### src/rtl/cpu_pkg.sv
// Shared CPU datapath definitions: WB control bit positions and the
// default widths used by the MEM->WB pipeline register.
package cpu_pkg;

    // Bit positions inside the WB control field
    localparam int WB_REG_WRITE  = 1;
    localparam int WB_MEM_TO_REG = 0;

    // Default widths
    localparam int DATA_W_DEF   = 32;
    localparam int NUM_DATA_DEF = 2;
    localparam int REG_W_DEF    = 5;
    localparam int CTRL_W_DEF   = 2;
    localparam int DEPTH_DEF    = 1;
    localparam int CNT_W_DEF    = 16;

endpackage

### src/rtl/mem_wb_pipe_if.sv
// MEM->WB bus: control (stall/flush), the incoming item and the
// registered write-back outputs plus the bubble counter.
// master: memory-stage side, drives inputs and observes outputs.
// slave : the pipeline register itself.
interface mem_wb_pipe_if
    import cpu_pkg::*;
#(
    parameter int DATA_W   = DATA_W_DEF,
    parameter int NUM_DATA = NUM_DATA_DEF,
    parameter int REG_W    = REG_W_DEF,
    parameter int CTRL_W   = CTRL_W_DEF,
    parameter int CNT_W    = CNT_W_DEF
) ();

    logic                       stall;
    logic                       flush;
    logic                       in_valid;
    logic [CTRL_W-1:0]          wb_in;
    logic [NUM_DATA*DATA_W-1:0] data_in;
    logic [REG_W-1:0]           rd_in;

    logic                       out_valid;
    logic [CTRL_W-1:0]          ctrl_out;
    logic                       reg_write;
    logic                       mem_to_reg;
    logic [NUM_DATA*DATA_W-1:0] data_out;
    logic [REG_W-1:0]           rd_out;
    logic [CNT_W-1:0]           bubble_cnt;

    modport master (
        output stall, flush, in_valid, wb_in, data_in, rd_in,
        input  out_valid, ctrl_out, reg_write, mem_to_reg,
        input  data_out, rd_out, bubble_cnt
    );

    modport slave (
        input  stall, flush, in_valid, wb_in, data_in, rd_in,
        output out_valid, ctrl_out, reg_write, mem_to_reg,
        output data_out, rd_out, bubble_cnt
    );

endinterface

### src/rtl/wb_pipe_slice.sv
// One MEM->WB register slice: {valid, ctrl, data, rd}.
// Ports: clk, rst (sync, active-high), stall, flush, *_d next item, *_q held item.
module wb_pipe_slice #(
    parameter int CTRL_W = 2,
    parameter int DW     = 64,
    parameter int REG_W  = 5
) (
    input  logic              clk,
    input  logic              rst,
    input  logic              stall,
    input  logic              flush,
    input  logic              valid_d,
    input  logic [CTRL_W-1:0] ctrl_d,
    input  logic [DW-1:0]     data_d,
    input  logic [REG_W-1:0]  rd_d,
    output logic              valid_q,
    output logic [CTRL_W-1:0] ctrl_q,
    output logic [DW-1:0]     data_q,
    output logic [REG_W-1:0]  rd_q
);

    always_ff @(posedge clk) begin
        if (rst) begin
            valid_q <= 1'b0;
            ctrl_q  <= '0;
            data_q  <= '0;
            rd_q    <= '0;
        end else if (flush) begin
            // Bubble: only valid and ctrl matter, payload stays put
            valid_q <= 1'b0;
            ctrl_q  <= '0;
        end else if (!stall) begin
            valid_q <= valid_d;
            ctrl_q  <= ctrl_d;
            data_q  <= data_d;
            rd_q    <= rd_d;
        end
    end

endmodule

### src/rtl/mem_wb_pipe.sv
// MEM->WB pipeline register: DEPTH chained slices with stall/flush,
// capture-side gating of ctrl, and a saturating bubble counter.
// Ports: clk, rst (sync, active-high), bus (mem_wb_pipe_if.slave).
module mem_wb_pipe
    import cpu_pkg::*;
#(
    parameter int DATA_W   = DATA_W_DEF,
    parameter int NUM_DATA = NUM_DATA_DEF,
    parameter int REG_W    = REG_W_DEF,
    parameter int CTRL_W   = CTRL_W_DEF,
    parameter int DEPTH    = DEPTH_DEF,
    parameter int CNT_W    = CNT_W_DEF
) (
    input  logic          clk,
    input  logic          rst,
    mem_wb_pipe_if.slave  bus
);

    localparam int DW = NUM_DATA * DATA_W;

    logic              v [DEPTH+1];
    logic [CTRL_W-1:0] c [DEPTH+1];
    logic [DW-1:0]     d [DEPTH+1];
    logic [REG_W-1:0]  r [DEPTH+1];

    logic [CTRL_W-1:0] ctrl_gate;
    logic [CNT_W-1:0]  cnt;

    // A bubble carries no control; a write to x0 is never a write
    always_comb begin
        ctrl_gate = bus.in_valid ? bus.wb_in : '0;
        if (bus.rd_in == '0) begin
            ctrl_gate[WB_REG_WRITE] = 1'b0;
        end
    end

    assign v[0] = bus.in_valid;
    assign c[0] = ctrl_gate;
    assign d[0] = bus.data_in;
    assign r[0] = bus.rd_in;

    for (genvar i = 0; i < DEPTH; i++) begin : g_slice
        wb_pipe_slice #(
            .CTRL_W (CTRL_W),
            .DW     (DW),
            .REG_W  (REG_W)
        ) u_slice (
            .clk     (clk),
            .rst     (rst),
            .stall   (bus.stall),
            .flush   (bus.flush),
            .valid_d (v[i]),
            .ctrl_d  (c[i]),
            .data_d  (d[i]),
            .rd_d    (r[i]),
            .valid_q (v[i+1]),
            .ctrl_q  (c[i+1]),
            .data_q  (d[i+1]),
            .rd_q    (r[i+1])
        );
    end

    // Counts edges where the output held a bubble; sticks at all-ones
    always_ff @(posedge clk) begin
        if (rst) begin
            cnt <= '0;
        end else if (!v[DEPTH] && (cnt != '1)) begin
            cnt <= cnt + 1'b1;
        end
    end

    assign bus.out_valid  = v[DEPTH];
    assign bus.ctrl_out   = c[DEPTH];
    assign bus.reg_write  = c[DEPTH][WB_REG_WRITE];
    assign bus.mem_to_reg = c[DEPTH][WB_MEM_TO_REG];
    assign bus.data_out   = d[DEPTH];
    assign bus.rd_out     = r[DEPTH];
    assign bus.bubble_cnt = cnt;

endmodule

### src/flat_wrapper.sv
// flat-port wrapper written by rule: the top's interface ports become plain ports
module mem_wb_pipe_flat import cpu_pkg::*;
#(
    parameter int DATA_W   = DATA_W_DEF,
    parameter int NUM_DATA = NUM_DATA_DEF,
    parameter int REG_W    = REG_W_DEF,
    parameter int CTRL_W   = CTRL_W_DEF,
    parameter int DEPTH    = DEPTH_DEF,
    parameter int CNT_W    = CNT_W_DEF
)
  (clk, rst, bus_stall, bus_flush, bus_in_valid, bus_wb_in, bus_data_in, bus_rd_in, bus_out_valid, bus_ctrl_out, bus_reg_write, bus_mem_to_reg, bus_data_out, bus_rd_out, bus_bubble_cnt);
  mem_wb_pipe_if #(.DATA_W(DATA_W), .NUM_DATA(NUM_DATA), .REG_W(REG_W), .CTRL_W(CTRL_W), .CNT_W(CNT_W)) bus_i ();
  input  logic clk;
  input  logic rst;
  input wire logic [$bits(bus_i.stall)-1:0] bus_stall;
  input wire logic [$bits(bus_i.flush)-1:0] bus_flush;
  input wire logic [$bits(bus_i.in_valid)-1:0] bus_in_valid;
  input wire logic [$bits(bus_i.wb_in)-1:0] bus_wb_in;
  input wire logic [$bits(bus_i.data_in)-1:0] bus_data_in;
  input wire logic [$bits(bus_i.rd_in)-1:0] bus_rd_in;
  output wire logic [$bits(bus_i.out_valid)-1:0] bus_out_valid;
  output wire logic [$bits(bus_i.ctrl_out)-1:0] bus_ctrl_out;
  output wire logic [$bits(bus_i.reg_write)-1:0] bus_reg_write;
  output wire logic [$bits(bus_i.mem_to_reg)-1:0] bus_mem_to_reg;
  output wire logic [$bits(bus_i.data_out)-1:0] bus_data_out;
  output wire logic [$bits(bus_i.rd_out)-1:0] bus_rd_out;
  output wire logic [$bits(bus_i.bubble_cnt)-1:0] bus_bubble_cnt;
  assign bus_i.stall = bus_stall;
  assign bus_i.flush = bus_flush;
  assign bus_i.in_valid = bus_in_valid;
  assign bus_i.wb_in = bus_wb_in;
  assign bus_i.data_in = bus_data_in;
  assign bus_i.rd_in = bus_rd_in;
  assign bus_out_valid = bus_i.out_valid;
  assign bus_ctrl_out = bus_i.ctrl_out;
  assign bus_reg_write = bus_i.reg_write;
  assign bus_mem_to_reg = bus_i.mem_to_reg;
  assign bus_data_out = bus_i.data_out;
  assign bus_rd_out = bus_i.rd_out;
  assign bus_bubble_cnt = bus_i.bubble_cnt;
  mem_wb_pipe #(.DATA_W(DATA_W), .NUM_DATA(NUM_DATA), .REG_W(REG_W), .CTRL_W(CTRL_W), .DEPTH(DEPTH), .CNT_W(CNT_W)) u_core (.clk(clk), .rst(rst), .bus(bus_i));
endmodule
### config.mk
export PLATFORM = sky130hd
export DESIGN_NAME = mem_wb_pipe_flat
export DESIGN_NICKNAME = d
export VERILOG_FILES = /design/src/rtl/cpu_pkg.sv /design/src/rtl/mem_wb_pipe_if.sv /design/src/rtl/wb_pipe_slice.sv /design/src/rtl/mem_wb_pipe.sv /design/src/flat_wrapper.sv
export SDC_FILE = /design/constraint.sdc
export NUM_CORES = 1
export LEC_CHECK = 0
export CAP_MARGIN = 20
export CELL_PAD_IN_SITES_DETAIL_PLACEMENT = 0
export CELL_PAD_IN_SITES_GLOBAL_PLACEMENT = 1
export CORE_MARGIN = 8
export CORE_UTILIZATION = 28
export DETAILED_ROUTE_END_ITERATION = 7
export PLACE_DENSITY_LB_ADDON = 0.1
export SLEW_MARGIN = 10
export SYNTH_ARGS = -nofsm -noshare
export SYNTH_HDL_FRONTEND = slang
export SYNTH_SLANG_ARGS = --single-unit
### constraint.sdc
create_clock -name clk -period 2 [get_ports clk]
set_input_delay 0.5 -clock clk [delete_from_list [all_inputs] [get_ports clk]]
set_output_delay 0.5 -clock clk [all_outputs]
set_load 0.01 [all_outputs]
# Word level (Yosys, flattened, before mapping)
# Index checks and enable logic that the tools add are counted.
# op_classes
add_sub_neg	1
multipliers	0
div_mod_pow	0
n_lt_le_gt_ge	0
eq_ne	1
shifts	0
mux	2
bitwise	2
reduce_logical	5
# op_table
op	count
adder 16 x 1 -> 16 bit, second input constant	1
inequality test 16 bit, second input constant	1
zero test 5 bit	1
2-to-1 mux 2 bit	1
NOT 1 bit	2
AND reduction 2 bit	1
OR reduction 2 bit	1
logical AND 1 bit	1
zero test 1 bit	1
2-to-1 mux 1 bit	1
# word_totals
reg_bits	88
latch_bits	0
ramBits	0
rom_bits	0
word_cells	16
mem_count	0

# Depth between registers and ports, before layout
# depth
ltp_word	2
ltp_mapped	6
depth_no_buf	5

# Hierarchy
# Synthesis repeated with hierarchy kept, for this count alone.
# unflattened
cells_unflattened	433
area_unflattened_um2	3920.0
# by_module_without_submodules
mod	n_inst	cells_each	area_per_inst_um2	seq_area_each_um2
wb_pipe_slice	1	323	2971.6	1441.4
mem_wb_pipe	1	110	948.4	320.3

# Worst setup path after synthesis
# Ideal clock, no wire load.
# synth_path
path_type	reg-to-reg
startpoint	register u_core.cnt[0] (netlist: u_core.bus.bubble_cnt[0])
endpoint	register u_core.cnt[15] (netlist: u_core.bus.bubble_cnt[15])
setup_ns	0.123
arrival_time_ns	1.682
required_time_ns	1.877
path_slack_ns	0.195
stages_incl_launch_ff	6
period_less_slack_ns	1.805
cell_sequence	dfxtp_1 ha_1 nand4_4 nor4_4 nor4_1 mux2_1
# synth_between
elab_chain_len	2
# synth_lines
item	line	rtl
start: declaration	mem_wb_pipe.sv:27	logic [CNT_W-1:0] cnt;
start signal: assignment	mem_wb_pipe.sv:68	cnt <= cnt + 1'b1;
parallel branches: the longest is 2 deep, another holds adder 16 x 1 -> 16 bit	--	
# Parallel ways; which one is timed is not known.
# A chain may end at the register's enable or synchronous reset.

# Worst setup path after layout
# layout_path
startpoint	register u_core.cnt[8] (netlist: u_core.bus.bubble_cnt[8])
endpoint	output bus_bubble_cnt[8]
# layout_rtl
item	line	rtl
end: declaration	flat_wrapper.sv:27	output wire logic [$bits(bus_i.bubble_cnt)-1:0] bus_bubble_cnt;
# No word-level cell between the ends.

==> results.yml <==
clocking:
  ctsResizeCount: 1
  clk_latency_ps: 340
  cts_buffers: 9
  cts.sinks: 88
  cts_tree: "done"
  cts_buffer_depth: 2
  cts_hold_buf: 0
  post_cts_buffers: 0
  htree_levels: 3
  root_buffer: "clkbuf_16"
  path_clk_slew_ps: 60
timing:
  period_needed_ps: 1920
  setup_viol: 0
  fin_crit_sh_pct: 96.2
  fin_skew_ps: 5.79
  fmax_mhz: 520
  relSlewSlack_pct: 66.9
  final_hold_viol_count: 0
  tns_ps: 0
  maxSlewViolCount: 0
  worst_slew_pin_slew_ps: 493
  rsz0062_at_grt: "no"
synthesis:
  synth_ff_type: "dfxtp_1"
  yosys_warnings: 0
  yosysSeqAreaShare_pct: 52.7
  synth_seq_cells: 88
  syn_avg_cell_area_um2: 8.16
  syn_area_um2: 3340
  yosys.area.top_type_share_pct: 52.7
  synth_area_leaders: "dfxtp_1 (53%), nand2_1 (16%), a21oi_1 (12%)"
  synth-edff-count: 0
  syn_nets: 487
  async_reset_ff_share_pct: 0
  synth_cell_types: 42
  synthCells: 410
  synth_area_leader_cell: "dfxtp_1"
global_route:
  grt_max_degree: 56
  gr-total-overflow: 0
  grt_pass1_vias: 3195
  track_usage_pct: 13.9
  grt_pass1_wl_um: 17500
  use_met2_pct: 22.0
  antenna_found_initial: 0
  grt-busiest-layer: "met2"
  met3_usage_pct: 6.76
  use_met1_pct: 15.6
final_layout:
  syn_to_final_growth_pct: 63.4
  fill_cells: 1183
  register_area_um2: 1760
  final_util_pct: 46.3
  n_antenna_cell: 0
  fin_nets: 646
  drive_gt1_share_pct: 5.94
  multi_input_area_um2: 1470
power_and_ir_drop:
  comb_power_share_pct: 13.5
  pwr-share-seq_pct: 46.6
  powerDensity_nw_per_um2: 732
  power.switching_mw: 0.905
  finalPower_mw: 4.00
  p_leak_nw: 1.94
  ir_drop_mv: 0.408
  intPower_mw: 3.10
  clkPwrFrac_pct: 39.9
  p_sw_share_pct: 22.6
routing:
  post_drt_via_cell_ratio: 4.61
  drc: 0
  drt-pass1-iter-count: 4
  dr_total_vias: 3315
  drt_iter0_drc: 174
  wl_per_cell_um: 15.2
  wl_um: 10900
  postRouteAntennaNets: 0
placement:
  gp_congestion: 0.721
  dpl.hpwl_um: 7800
  port_buffers: 165
setup_path:
  worstSetupStartpointType: "flip-flop"
  worstPathRequired_ps: 1500
  cp_top_family: "buffers and inverters"
  worst_ep_arrival_time_ps: 1420
  crit_path_max_incr_delay_ps: 600
  crit_path_max_fanout: 8
  worstPathCellList: "clkdlybuf4s50_1"
  crit_path_end_kind: "output pin"
  cp_num_buf_inv: 1
  path_class: "flip-flop to output pin"
  slowest_stage: "clkdlybuf4s50_1"
die:
  die_h_um: 125
  die_w_um: 125
  core_area_um2: 11800
  die_area_um2: 15700
  initial_core_util_pct: 28.3
  io_pins: 166
  rows: 40
run_status:
  status: "completed"
run:
  drv_cap: 0
min_path:
  hold_path_class: "flip-flop to flip-flop"
logic make-up after synthesis:
logic type	Yosys count	synth area share, %
and+or+nand+nor	191	25.5
AOI/OAI and AO/OA	96	16.5
DFF	88	52.7
buffers and inverters	30	3.70
xor gates and xnor gates	2	0.524
muxes	2	0.673
adders and majority gates	1	0.374
sequential cells by signal (all words and copies together) (netlist names):
name,flops
u_core.g_slice.u_slice.ctrl_q,2
u_core.g_slice.u_slice.rd_q,5
u_core.g_slice.u_slice.data_q,64
u_core.g_slice.u_slice.valid_q,1
u_core.bus.bubble_cnt,16
layout by cell type (no fill, tap or decap), types with 3 or more instances in the layout:
| master | instances |
|---|---|
| a21oi_1 | 78 |
| and3_1 | 3 |
| and4_1 | 3 |
| buf_12 | 4 |
| buf_4 | 6 |
| clkbuf_1 | 4 |
| clkbuf_16 | 9 |
| clkdlybuf4s50_1 | 164 |
| dfxtp_1 | 87 |
| inv_1 | 3 |
| nand2_1 | 146 |
| nand3_1 | 5 |
| nor2_1 | 8 |
| nor2b_1 | 3 |
| nor3_1 | 6 |
| o21ai_0 | 3 |
| o31ai_1 | 3 |
| or4_1 | 3 |
synth_stat cells (all sizes together) (2+ instances only):
cell type	instances
dfxtp	88
nor2	9
nand2	146
o31ai	3
nor4	4
clkbuf	21
a21oi	78
buf	6
nand3	6
o21ai	3
nor2b	3
or3	2
nand4	4
nor3	6
a31o	2
xnor2	2
inv	3
and4	3
and3	3
mux2	2
or4	3
routing by layer:
| layer | vias to the layer above | share of wire (%) |
|---|---|---|
| met5 | - | 0 |
| met4 | 0 | 1.5 |
| met3 | 12 | 9.4 |
| met2 | 94 | 46 |
| met1 | 1512 | 43 |
| li1 | 1697 | - |
metrics by stage:
| stage | std cells | instance area (um^2) | setup WS (ps) | hold WS, ps |
|---|---|---|---|---|
| after floorplan | 410 | 3340 | 195 | 481 |
| after global placement | 705 | 5190 | 212 | 441 |
| after detailed placement | 705 | 5190 | 183 | 446 |
| after CTS | 719 | 5470 | 63.7 | 454 |
| after global routing | 719 | 5470 | 10.1 | 465 |
| final | 719 | 5470 | 75.9 | 451 |
worst paths after layout:
kind | slack (ps) | end | cells past startpoint | from
setup / recovery | 80 | bus_bubble_cnt[8] | 1 | u_core.bus.bubble_cnt[8]
hold reg to reg | 450 | u_core.g_slice[0].u_slice.data_q[55] | 2 | u_core.g_slice[0].u_slice.data_q[55]
setup reg to reg | 240 | u_core.bus.bubble_cnt[13] | 5 | u_core.bus.bubble_cnt[1]
hold / removal | 450 | u_core.g_slice[0].u_slice.data_q[55] | 2 | u_core.g_slice[0].u_slice.data_q[55]
power by group through the flow:
stage	sequential [mW]	clock (mW)	combinational, mW
after floorplan	1.94	0	0.151
after global placement	1.90	0	0.543
after detailed placement	1.90	0	0.545
after CTS	1.87	1.66	0.548
after global routing	1.87	1.73	0.588
final	1.87	1.60	0.539
area by class of cell:
cell class	count	area share, %
flip-flops and latches	88	32.2
multi-input cells	292	26.8
inverters	3	0.206
clock buffers	13	4.39
clock inverters	1	0.549
repair buffers	175	32.4
well taps	147	3.36
Power figures use the tool's default switching activity.
==> edit, RTL diff (same flow settings) <==
`DATA_W_DEF`: 32 -> 28.
--- a/src/rtl/cpu_pkg.sv
+++ b/src/rtl/cpu_pkg.sv
@@ -7,7 +7,7 @@
     localparam int WB_MEM_TO_REG = 0;
 
     // Default widths
-    localparam int DATA_W_DEF   = 32;
+    localparam int DATA_W_DEF   = 28;
     localparam int NUM_DATA_DEF = 2;
     localparam int REG_W_DEF    = 5;
     localparam int CTRL_W_DEF   = 2;
Ports: changed (resized bus_data_in and bus_data_out); port bits go from 166 to 150. No check against the original RTL was run, so the function may have changed too.
==> edit against the unedited design <==
  * Via count shrank 7.8%
  * Sequential cell count down 8
  * Setup slack better by 0.015 ns
  * Final cell count is 7.1% lower
  * Wire length fell by 9.7%
  * Clock skew rose by 0.0084 ns
  * Register-to-register slack lost 0.02 ns
  * Area after synthesis decreased by 9.1%
  * Design area fell by 9.7%
  * Global-route usage shrank 0.44 points
  * Total power shrank 13%
  * Sequential share of layout area increased by 0.21 points
  * Largest cell class unchanged
  * Highest routed layer unchanged
==> edit: results (changes against the unedited design) <==
| Metric | Value |
|---|---|
| Status | finished clean (unchanged) |
| VDD IR max | 0.369 mV (was 0.408 mV) |
| LEAKAGE | 0.00169 µW (was 0.00194 µW) |
| Fin cells | 668 (was 719) |
| Max reg flops | 56 (was 64) |
| Top post-synthesis cells by count | nand2_1, dfxtp_1, a21oi_1, clkbuf_1, nor2_1 (unchanged) |
| Post-Syn Nets | 446 (was 487) |
| Distinct cells, synth | 38 (was 42) |
| Top cells by area, synth | dfxtp_1, nand2_1, a21oi_1 (unchanged) |
| Root Buffer | clkbuf_8 (was clkbuf_16) |
| Gp weighted congestion | 0.707 (was 0.721) |
| Syn Inst Count | 377 (was 410) |
| Int Power | 2640 µW (was 3100 µW) |
| Worst path top cell family by delay | buffers and inverters (unchanged) |
| Clock transition at path regs | 0.08 ns (was 0.06 ns) |
| Hold path startpoint | u_core.g_slice[0].u_slice.data_q[2]$_SDFFE_PP0P_ (was u_core.g_slice[0].u_slice.data_q[55]$_SDFFE_PP0P_) |
| Total Routing Usage GR | 13.5% (was 13.9%) |
| Start of the worst register-to-register path | u_core.bus.bubble_cnt[0]$_SDFFE_PP0P_ (was u_core.bus.bubble_cnt[1]$_SDFFE_PP0P_) |
| DR iter-0 viols | 133 (was 174) |
| Slew HR | 68.9% (was 66.9%) |
| # resized after CTS | 0 (was 1) |
| Vias in the first global route | 3134 (was 3195) |
| H-tree depth | 3 (unchanged) |
| Largest net degree at the start of global routing | 49 (was 56) |
| Post-DP HPWL | 7.09 mm (was 7.80 mm) |
| WL final | 9.86 mm (was 10.9 mm) |
| Inst Count DP | 652 (was 705) |
| Layout cells sized above 1 | 7.20% (was 5.94%) |
| Nets | 592 (was 646) |
| Critical path startpoint | u_core.bus.bubble_cnt[2]$_SDFFE_PP0P_ (was u_core.bus.bubble_cnt[8]$_SDFFE_PP0P_) |
| Seq/Total Area, Yosys | 52.7% (about the same) |
| Via density | 4.58 (was 4.61) |
## edit: cell count changes after synthesis, sizes merged, moves of 3 or more
cell | unedited run | this run
dfxtp | 88 | 80
o31ai | 3 | 6
a21oi | 78 | 74
or3 | 2 | 8
and4 | 3 | 0
nand2 | 146 | 127
nand2b | 0 | 3
## edit: power groups by stage
stage / sequential (µW) / clock [µW] / combinational (µW)
final: 1690 / 1300 / 475
after global routing: 1700 / 1420 / 521
after CTS: 1690 / 1360 / 486
after detailed placement: 1730 / 0 / 484
after global placement: 1730 / 0 / 482
after floorplan: 1760 / 0 / 135
## edit: per-layer routing
| layer | track usage, % | routed length (µm) | share of wire (%) | vias to the layer above |
|---|---|---|---|---|
| li1 | - | - | - | 1573 |
| met1 | 15.1 | 4070 | 41 | 1388 |
| met2 | 22.4 | 4700 | 48 | 85 |
| met3 | 5.97 | 974 | 9.9 | 11 |
| met4 | 4.45 | 116 | 1.2 | 0 |
| met5 | 0 | 0 | 0 | - |
## edit: through the flow
| stage | total power (µW) | worst slack, ns | hold slack (ns) | instance area (µm²) |
|---|---|---|---|---|
| 2_1_floorplan | 1890 | 0.463 | 0.481 | 3040 |
| 3_3_place_gp | 2210 | 0.169 | 0.441 | 4720 |
| 3_5_place_dp | 2210 | 0.149 | 0.445 | 4720 |
| 4_1_cts | 3540 | 0.0257 | 0.458 | 4940 |
| 5_1_grt | 3640 | 0.0206 | 0.477 | 4940 |
| 6_report | 3470 | 0.0907 | 0.455 | 4940 |
## edit: worst paths after layout
kind,end,slack [ns],depth (start not counted)
worst max register to register,u_core.bus.bubble_cnt[14]$_SDFFE_PP0P_,0.22,5
worst max-delay path,bus_bubble_cnt[2],0.09,1
worst min-delay path,u_core.g_slice[0].u_slice.data_q[2]$_SDFFE_PP0P_,0.45,2
worst min register to register,u_core.g_slice[0].u_slice.data_q[2]$_SDFFE_PP0P_,0.45,2
## edit: kinds of logic after synthesis
logic type                 synth area share (%)
and+or+nand+nor                            26.1
AOI/OAI and AO/OA                          16.6
DFF                                        52.7
buffers and inverters                      3.62
xor gates and xnor gates                  0.288
muxes                                     0.329
adders and majority gates                 0.411
## edit: layout make-up
cell class,count,area [µm²]
Timing Repair Buffer,160,1610
Clock inverter,5,81.3
Inverter,1,3.75
Tap cell,140,175
Sequential cell,80,1600
Fill cell,1071,5760
Multi-Input combinational cell,271,1340
Clock buffer,11,131
